File: config.mk
export PLATFORM = sky130hd
export DESIGN_NAME = mem_req_arbiter
export DESIGN_NICKNAME = d
export VERILOG_FILES = /design/src/rtl/mem_req_arbiter_pkg.sv /design/src/rtl/arb_id_fifo.sv /design/src/rtl/mem_req_arbiter.sv
export SDC_FILE = /design/constraint.sdc
export NUM_CORES = 1
export LEC_CHECK = 0
export CAP_MARGIN = 10
export CORE_AREA = 2 2 123 125
export DETAILED_ROUTE_END_ITERATION = 16
export DIE_AREA = 0 0 125 127
export GPL_ROUTABILITY_DRIVEN = 0
export SYNTH_ARGS = -nofsm -noshare
export SYNTH_HDL_FRONTEND = slang
export SYNTH_HIERARCHICAL = 1
export SYNTH_SLANG_ARGS = --single-unit
File: constraint.sdc
create_clock -name clk -period 5.2 [get_ports clk]
set_input_delay 1.3 -clock clk [delete_from_list [all_inputs] [get_ports clk]]
set_output_delay 1.3 -clock clk [all_outputs]
set_load 0.02 [all_outputs]
File: src/rtl/mem_req_arbiter_pkg.sv
// Shared request/response message types for the memory request arbiter.
package mem_req_arbiter_pkg;

  localparam int unsigned MemOpaqBits = 8;

  localparam logic MEM_OP_READ  = 1'b0;
  localparam logic MEM_OP_WRITE = 1'b1;

  typedef logic [MemOpaqBits-1:0] mem_opaq_t;

  typedef struct packed {
    logic        op;
    mem_opaq_t   opaque;
    logic [31:0] addr;
    logic [31:0] data;
  } mem_req_t;

  typedef struct packed {
    logic        op;
    mem_opaq_t   opaque;
    logic [31:0] data;
  } mem_resp_t;

endpackage

File: src/rtl/arb_id_fifo.sv
// In-flight requester ID FIFO; memory answers in order, so the head owns the next response.
module arb_id_fifo #(
  parameter int unsigned p_width = 1,
  parameter int unsigned p_depth = 4
) (
  input  logic                     clk,
  input  logic                     rst,
  input  logic                     push,
  input  logic [p_width-1:0]       push_data,
  input  logic                     pop,
  output logic                     full,
  output logic                     empty,
  output logic [p_width-1:0]       head,
  output logic [$clog2(p_depth):0] count
);

  localparam int unsigned PtrW = $clog2(p_depth);

  logic [p_width-1:0] mem_q [p_depth];
  logic [PtrW-1:0]    wr_ptr_q;
  logic [PtrW-1:0]    rd_ptr_q;
  logic [PtrW:0]      count_q;
  logic               do_push;
  logic               do_pop;

  assign full    = (count_q == (PtrW + 1)'(p_depth));
  assign empty   = (count_q == '0);
  assign do_push = push && !full;
  assign do_pop  = pop && !empty;
  assign head    = mem_q[rd_ptr_q];
  assign count   = count_q;

  always_ff @(posedge clk or posedge rst) begin
    if (rst) begin
      wr_ptr_q <= '0;
      rd_ptr_q <= '0;
      count_q  <= '0;
    end else begin
      if (do_push) wr_ptr_q <= wr_ptr_q + PtrW'(1);
      if (do_pop)  rd_ptr_q <= rd_ptr_q + PtrW'(1);
      if (do_push && !do_pop) begin
        count_q <= count_q + (PtrW + 1)'(1);
      end else if (do_pop && !do_push) begin
        count_q <= count_q - (PtrW + 1)'(1);
      end
    end
  end

  // Storage needs no reset: entries are only read while counted as valid.
  always_ff @(posedge clk) begin
    if (do_push) mem_q[wr_ptr_q] <= push_data;
  end

endmodule

File: src/rtl/mem_req_arbiter.sv
// Round-robin arbiter sharing one in-order memory port among several requesters.
module mem_req_arbiter
  import mem_req_arbiter_pkg::*;
#(
  parameter int unsigned p_num_req      = 2,
  parameter int unsigned p_opaq_bits    = 8,
  parameter int unsigned p_max_inflight = 4
) (
  input  logic                              clk,
  input  logic                              rst,
  input  logic     [p_num_req-1:0]          req_val,
  output logic     [p_num_req-1:0]          req_rdy,
  input  mem_req_t [p_num_req-1:0]          req_msg,
  output logic     [p_num_req-1:0]          resp_val,
  input  logic     [p_num_req-1:0]          resp_rdy,
  output mem_resp_t                         resp_msg,
  output logic                              mem_req_val,
  input  logic                              mem_req_rdy,
  output mem_req_t                          mem_req_msg,
  input  logic                              mem_resp_val,
  output logic                              mem_resp_rdy,
  input  mem_resp_t                         mem_resp_msg,
  output logic [$clog2(p_max_inflight):0]   inflight,
  output logic                              spurious_err
);

  localparam int unsigned IdW = (p_num_req > 1) ? $clog2(p_num_req) : 1;

  if (p_opaq_bits != MemOpaqBits) begin : g_bad_opaq
    $error("p_opaq_bits must match the package opaque width");
  end
  if (p_num_req < 2 || p_num_req > 8) begin : g_bad_num_req
    $error("p_num_req must be in 2..8");
  end

  logic [IdW-1:0] ptr_q, ptr_d;
  logic [IdW-1:0] grant;
  logic [IdW:0]   idx;
  logic [IdW:0]   nxt;
  logic           found;
  logic           any_req;
  logic           req_fire;
  logic           resp_fire;
  logic           fifo_full;
  logic           fifo_empty;
  logic [IdW-1:0] fifo_head;
  logic           spurious_q;

  // First valid requester at or after ptr, wrapping mod p_num_req.
  always_comb begin
    grant = '0;
    found = 1'b0;
    idx   = '0;
    for (int k = 0; k < int'(p_num_req); k++) begin
      idx = {1'b0, ptr_q} + (IdW + 1)'(k);
      if (idx >= (IdW + 1)'(p_num_req)) idx = idx - (IdW + 1)'(p_num_req);
      if (!found && req_val[idx[IdW-1:0]]) begin
        found = 1'b1;
        grant = idx[IdW-1:0];
      end
    end
  end

  assign any_req     = |req_val;
  // Gated by rst so nothing looks ready while reset is held.
  assign mem_req_val = any_req && !fifo_full && !rst;
  assign mem_req_msg = req_msg[grant];
  assign req_fire    = mem_req_val && mem_req_rdy;

  always_comb begin
    req_rdy = '0;
    if (req_fire) req_rdy[grant] = 1'b1;
  end

  always_comb begin
    nxt   = {1'b0, grant} + (IdW + 1)'(1);
    ptr_d = ptr_q;
    if (req_fire) begin
      ptr_d = (nxt == (IdW + 1)'(p_num_req)) ? '0 : nxt[IdW-1:0];
    end
  end

  always_comb begin
    resp_val = '0;
    if (mem_resp_val && !fifo_empty) resp_val[fifo_head] = 1'b1;
  end

  assign mem_resp_rdy = !fifo_empty && resp_rdy[fifo_head];
  assign resp_fire    = mem_resp_val && mem_resp_rdy;
  assign resp_msg     = mem_resp_msg;
  assign spurious_err = spurious_q;

  always_ff @(posedge clk or posedge rst) begin
    if (rst) begin
      ptr_q      <= '0;
      spurious_q <= 1'b0;
    end else begin
      ptr_q <= ptr_d;
      if (mem_resp_val && fifo_empty) spurious_q <= 1'b1;
    end
  end

  arb_id_fifo #(
    .p_width (IdW),
    .p_depth (p_max_inflight)
  ) u_id_fifo (
    .clk       (clk),
    .rst       (rst),
    .push      (req_fire),
    .push_data (grant),
    .pop       (resp_fire),
    .full      (fifo_full),
    .empty     (fifo_empty),
    .head      (fifo_head),
    .count     (inflight)
  );

endmodule

======== After elaboration in Yosys (flattened, before gate mapping) ========
Memories as Yosys holds them, arrays and structs flattened.
Cells that the tools add are included.
storage, ports and cells
  memories kept ........................... 1
  word-level logic and storage cells ...... 71
  latch bits .............................. 0
  memory bits (read-only) ................. 0
  register bits ........................... 9
  bits in writable memories ............... 4
  output and inout bits ................... 124
memory list
  name             depth  width  rd ports  clocked after Yosys merged registers in  write ports  RTL line           text
  u_id_fifo.mem_q  4      1      1         0                                        1            arb_id_fifo.sv:19  logic [p_width-1:0] mem_q [p_depth];
operators by class
  shift operators ......................... 0
  add/subtract/negate cells ............... 8
  bitwise logic cells ..................... 0
  multiply operators ...................... 0
  divide/modulo/power cells ............... 0
  multiplexer cells ....................... 24
  equal/unequal tests ..................... 2
  reductions and logical operators ........ 23
  magnitude comparators ................... 8
operators by type and width
  operator                                                               count
  73-bit 2-to-1 mux                                                      2
  1-bit 2-to-1 mux                                                       16
  1-bit logical AND                                                      14
  1-bit by 2-bit < comparator with 1-bit output, second input constant   4
  1-bit zero test                                                        6
  3-bit 2-to-1 mux                                                       2
  1-bit by 1-bit adder with 2-bit output, second input constant          2
  2-bit by 1-bit adder with 2-bit output, second input constant          2
  2-bit 2-to-1 mux                                                       2
  3-bit by 1-bit adder with 3-bit output, second input constant          1
  3-bit equality test, second input constant                             1
  3-bit zero test                                                        1
  3-bit by 1-bit subtractor with 3-bit output, second input constant     1
  1-bit demux with 1-bit select                                          2
  2-bit equality test, second input constant                             1
  1-bit >= comparator, second input constant                             2
  1-bit by 2-bit >= comparator with 1-bit output, second input constant  1
  2-bit >= comparator, second input constant                             1
  2-bit nonzero test                                                     1
  2-bit OR reduction                                                     1
  1-bit subtractor, second input constant                                2

======== Logic depth before layout (Yosys ltp) ========
  depth in word-level cells ............... 13
  depth in mapped cells ................... 12

======== By module ========
Netlist, hierarchy kept.
modules (own cells, without submodules)
  module           area each (sq um)  instances  cells an instance
  mem_req_arbiter  1589.0             1          146
  arb_id_fifo      585.6              1          41

======== Worst setup path after synthesis ========
OpenSTA, ideal clock, no wires.
  path kind ............................... in2out
  from .................................... input req_val[0]
  to ...................................... output mem_req_msg[45] in the netlist's numbering
  path buffers ............................ 2
  stages on the path ...................... 5
  setup slack ............................. 1755 ps
  arrival ................................. 2145 ps
  cells stage by stage .................... inv_2 > o21ai_2 > buf_6 > buf_8 > mux2_4
RTL lines
  element          RTL line               text
  start, declared  mem_req_arbiter.sv:11  input logic [p_num_req-1:0] req_val,
  end, declared    mem_req_arbiter.sv:19  output mem_req_t mem_req_msg,

==> impl_metrics.json <==
{
  "worst_clock_skew_ps": 1.74,
  "routed_wl_um": 8780,
  "synth_most_common_cell": "mux2_4",
  "cts_root_buf": "clkbuf_16",
  "drtAntennaViolNets": 0,
  "r2r_start": "u_id_fifo/rd_ptr_q[0]",
  "grt_use_total_pct": 10.3,
  "setup_viol": 0,
  "clock-sinks": 13,
  "yosys-top-cells-area": "mux2_4 34%, buf_4 14%, mux2_2 11%",
  "port_buffers": 236,
  "overflow": 0,
  "total_power_mw": 1.15,
  "grt_pass1_wl_um": 12900,
  "top_layer_used": "met4",
  "end_kind": "primary output",
  "grt_pass1_vias": 2271,
  "worst_ir_drop_vdd_v": 0.000295,
  "status": "completed",
  "yosys_warnings": 6,
  "hold_class": "register to register",
  "hpwl_um": 7800,
  "clk_path_buf_depth": 2,
  "relSlewSlack_pct": 65.4,
  "post_cts_resized": 0,
  "ctsHoldBuffers": 0,
  "cts_tree": "yes",
  "worstPathRequired_ps": 3900,
  "synth_ff_type": "dfrtp_1",
  "grt_max_degree": 39,
  "worst_slew_pin_slew_ps": 515,
  "dr.pass1.iters": 4,
  "io_pins": 319,
  "chipHeight_um": 127,
  "placed_cell_area_sq_um": 4380,
  "synth_seq_cells": 13,
  "hold_violations": 0,
  "start_util_pct": 15.1,
  "htreeDepth": 1,
  "finalCriticalPeriod_ps": 4620,
  "critPathLaunchType": "input port",
  "dieArea_sq_um": 15900,
  "synth_edf_count": 4,
  "fin_setup_tns_ps": 0,
  "period_share_pct": 88.8,
  "multi_input_area_sq_um": 1370,
  "synth_seq_area_share_pct": 15.9,
  "drv_cap": 0,
  "avgSynthCellArea_sq_um": 11.6,
  "drt-met1-wl_um": 3130,
  "core_sq_um": 14400,
  "cp-startpoint": "req_val[0]",
  "wl_met2_um": 4410,
  "worstPathArrival_ps": 3320,
  "vias_per_cell": 3.78,
  "yosysTopAreaCell": "mux2_4",
  "synth_cells": 187,
  "nFillCells": 1460,
  "seqCellArea_sq_um": 345,
  "crit_type": "input port to primary output",
  "async_reset_ff_share_pct": 69.2,
  "power_density_nw_per_um2": 259,
  "layout-drive-gt1-share_pct": 22.2,
  "cts_buffers": 3,
  "clk_pin_slew_ps": 40,
  "fp.dieW_um": 125,
  "fmax_mhz": 216,
  "clk_latency_ps": 240,
  "post-cts-setup-buffer-count": 0,
  "stdcell_area_sq_um": 4460,
  "p_leak_nw": 1.82,
  "grt_setup_unrepaired": "no",
  "first_iter_violations": 36,
  "synth_top_area_share_pct": 33.8,
  "met3_length_um": 1220,
  "slew_viol_final": 0,
  "syn_area_sq_um": 2170,
  "hp-start": "spurious_err",
  "wl_per_cell_um": 15.6,
  "synth_common_cells": "49 x mux2_4, 41 x buf_4, 21 x mux2_2",
  "floorplan.rows": 44,
  "antenna_found_initial": 1,
  "syn_to_final_growth_pct": 105,
  "route.detailed.drc": 0,
  "via_count": 2132,
  "syn-num-nets": 388,
  "critPathMaxFanout": 37,
  "synth.distinct_cells": 32,
  "fin_nets": 581
}
-- cells in the final DEF, fill, tap and decap left out, types with 2 or more instances in the layout --
master             n
and2_2             4
xnor2_1            4
nor2_1             9
nand2b_1           2
nor3_1             2
buf_12             2
dfrtp_1            9
inv_1              7
mux2_1             5
mux2_4            49
ha_1               5
edfxtp_1           4
xor2_1             2
clkbuf_16          3
clkdlybuf4s50_1  236
mux2_2            21
-- layout make-up --
cell class | count | area share [%]
Antenna cell | 1 | 0.0561
Clock buffer | 4 | 1.77
Inverter | 8 | 0.673
Multi-Input combinational cell | 116 | 30.7
Sequential cell | 13 | 7.74
Tap cell | 184 | 5.16
Timing Repair Buffer | 238 | 53.9
-- registers in the layout, summed over array words and instances, names as in the netlist --
name                count
u_id_fifo/wr_ptr_q      2
u_id_fifo/mem_q         4
spurious_err            1
ptr_q                   1
u_id_fifo/count         3
u_id_fifo/rd_ptr_q      2
-- metal layers --
layer	up-vias	track usage, %
li1	985	-
met1	962	10.9
met2	183	18.0
met3	2	6.11
met4	0	1.44
met5	-	0
-- metrics by stage --
step	worst slack [ps]	utilization, %	hold WS (ps)	cells
final	581	30.9	458	564
after global routing	530	30.9	488	564
after CTS	570	30.9	460	563
after detailed placement	571	30.4	451	559
after global placement	584	30.4	449	559
after floorplan	1760	-	453	187
-- worst max-delay path, cell delays in order --
cell and delay [ps]:
clkdlybuf4s50_1 520, inv_2 60, o21ai_4 190, buf_12 280
mux2_1 360, clkdlybuf4s50_1 560
-- report_power, final --
part / total, mW / internal [mW] / switching (mW) / leakage [nW]
registers: 0.191 / 0.146 / 0.0450 / 0.138
logic: 0.821 / 0.482 / 0.338 / 1.64
clock network: 0.143 / 0.103 / 0.0398 / 0.0382
-- path summary, 6_finish.rpt --
path / endpoint / slack, ps / depth (start not counted)
hold / removal: spurious_err / 460 / 1
setup / recovery: mem_req_msg[61] / 580 / 6
min in group asynchronous: ptr_q / 1340 / 2
max in group asynchronous: u_id_fifo/rd_ptr_q[1] / 3570 / 2
setup reg to reg: u_id_fifo/count[2] / 2670 / 10
hold reg to reg: spurious_err / 460 / 1
-- cells by family (layout without fill, tap and decap cells) --
family,count (synthesis),count (layout),synth area share (%)
AOI/OAI and AO/OA,5,5,1.61
xor gates and xnor gates,6,6,2.42
and+or+nand+nor,22,22,6.10
muxes,77,77,48.8
other,0,1,0
DFF,13,13,15.9
buffers and inverters,58,250,21.4
adders and majority gates,6,6,3.80
No activity file was read; power rests on OpenSTA's default activity.
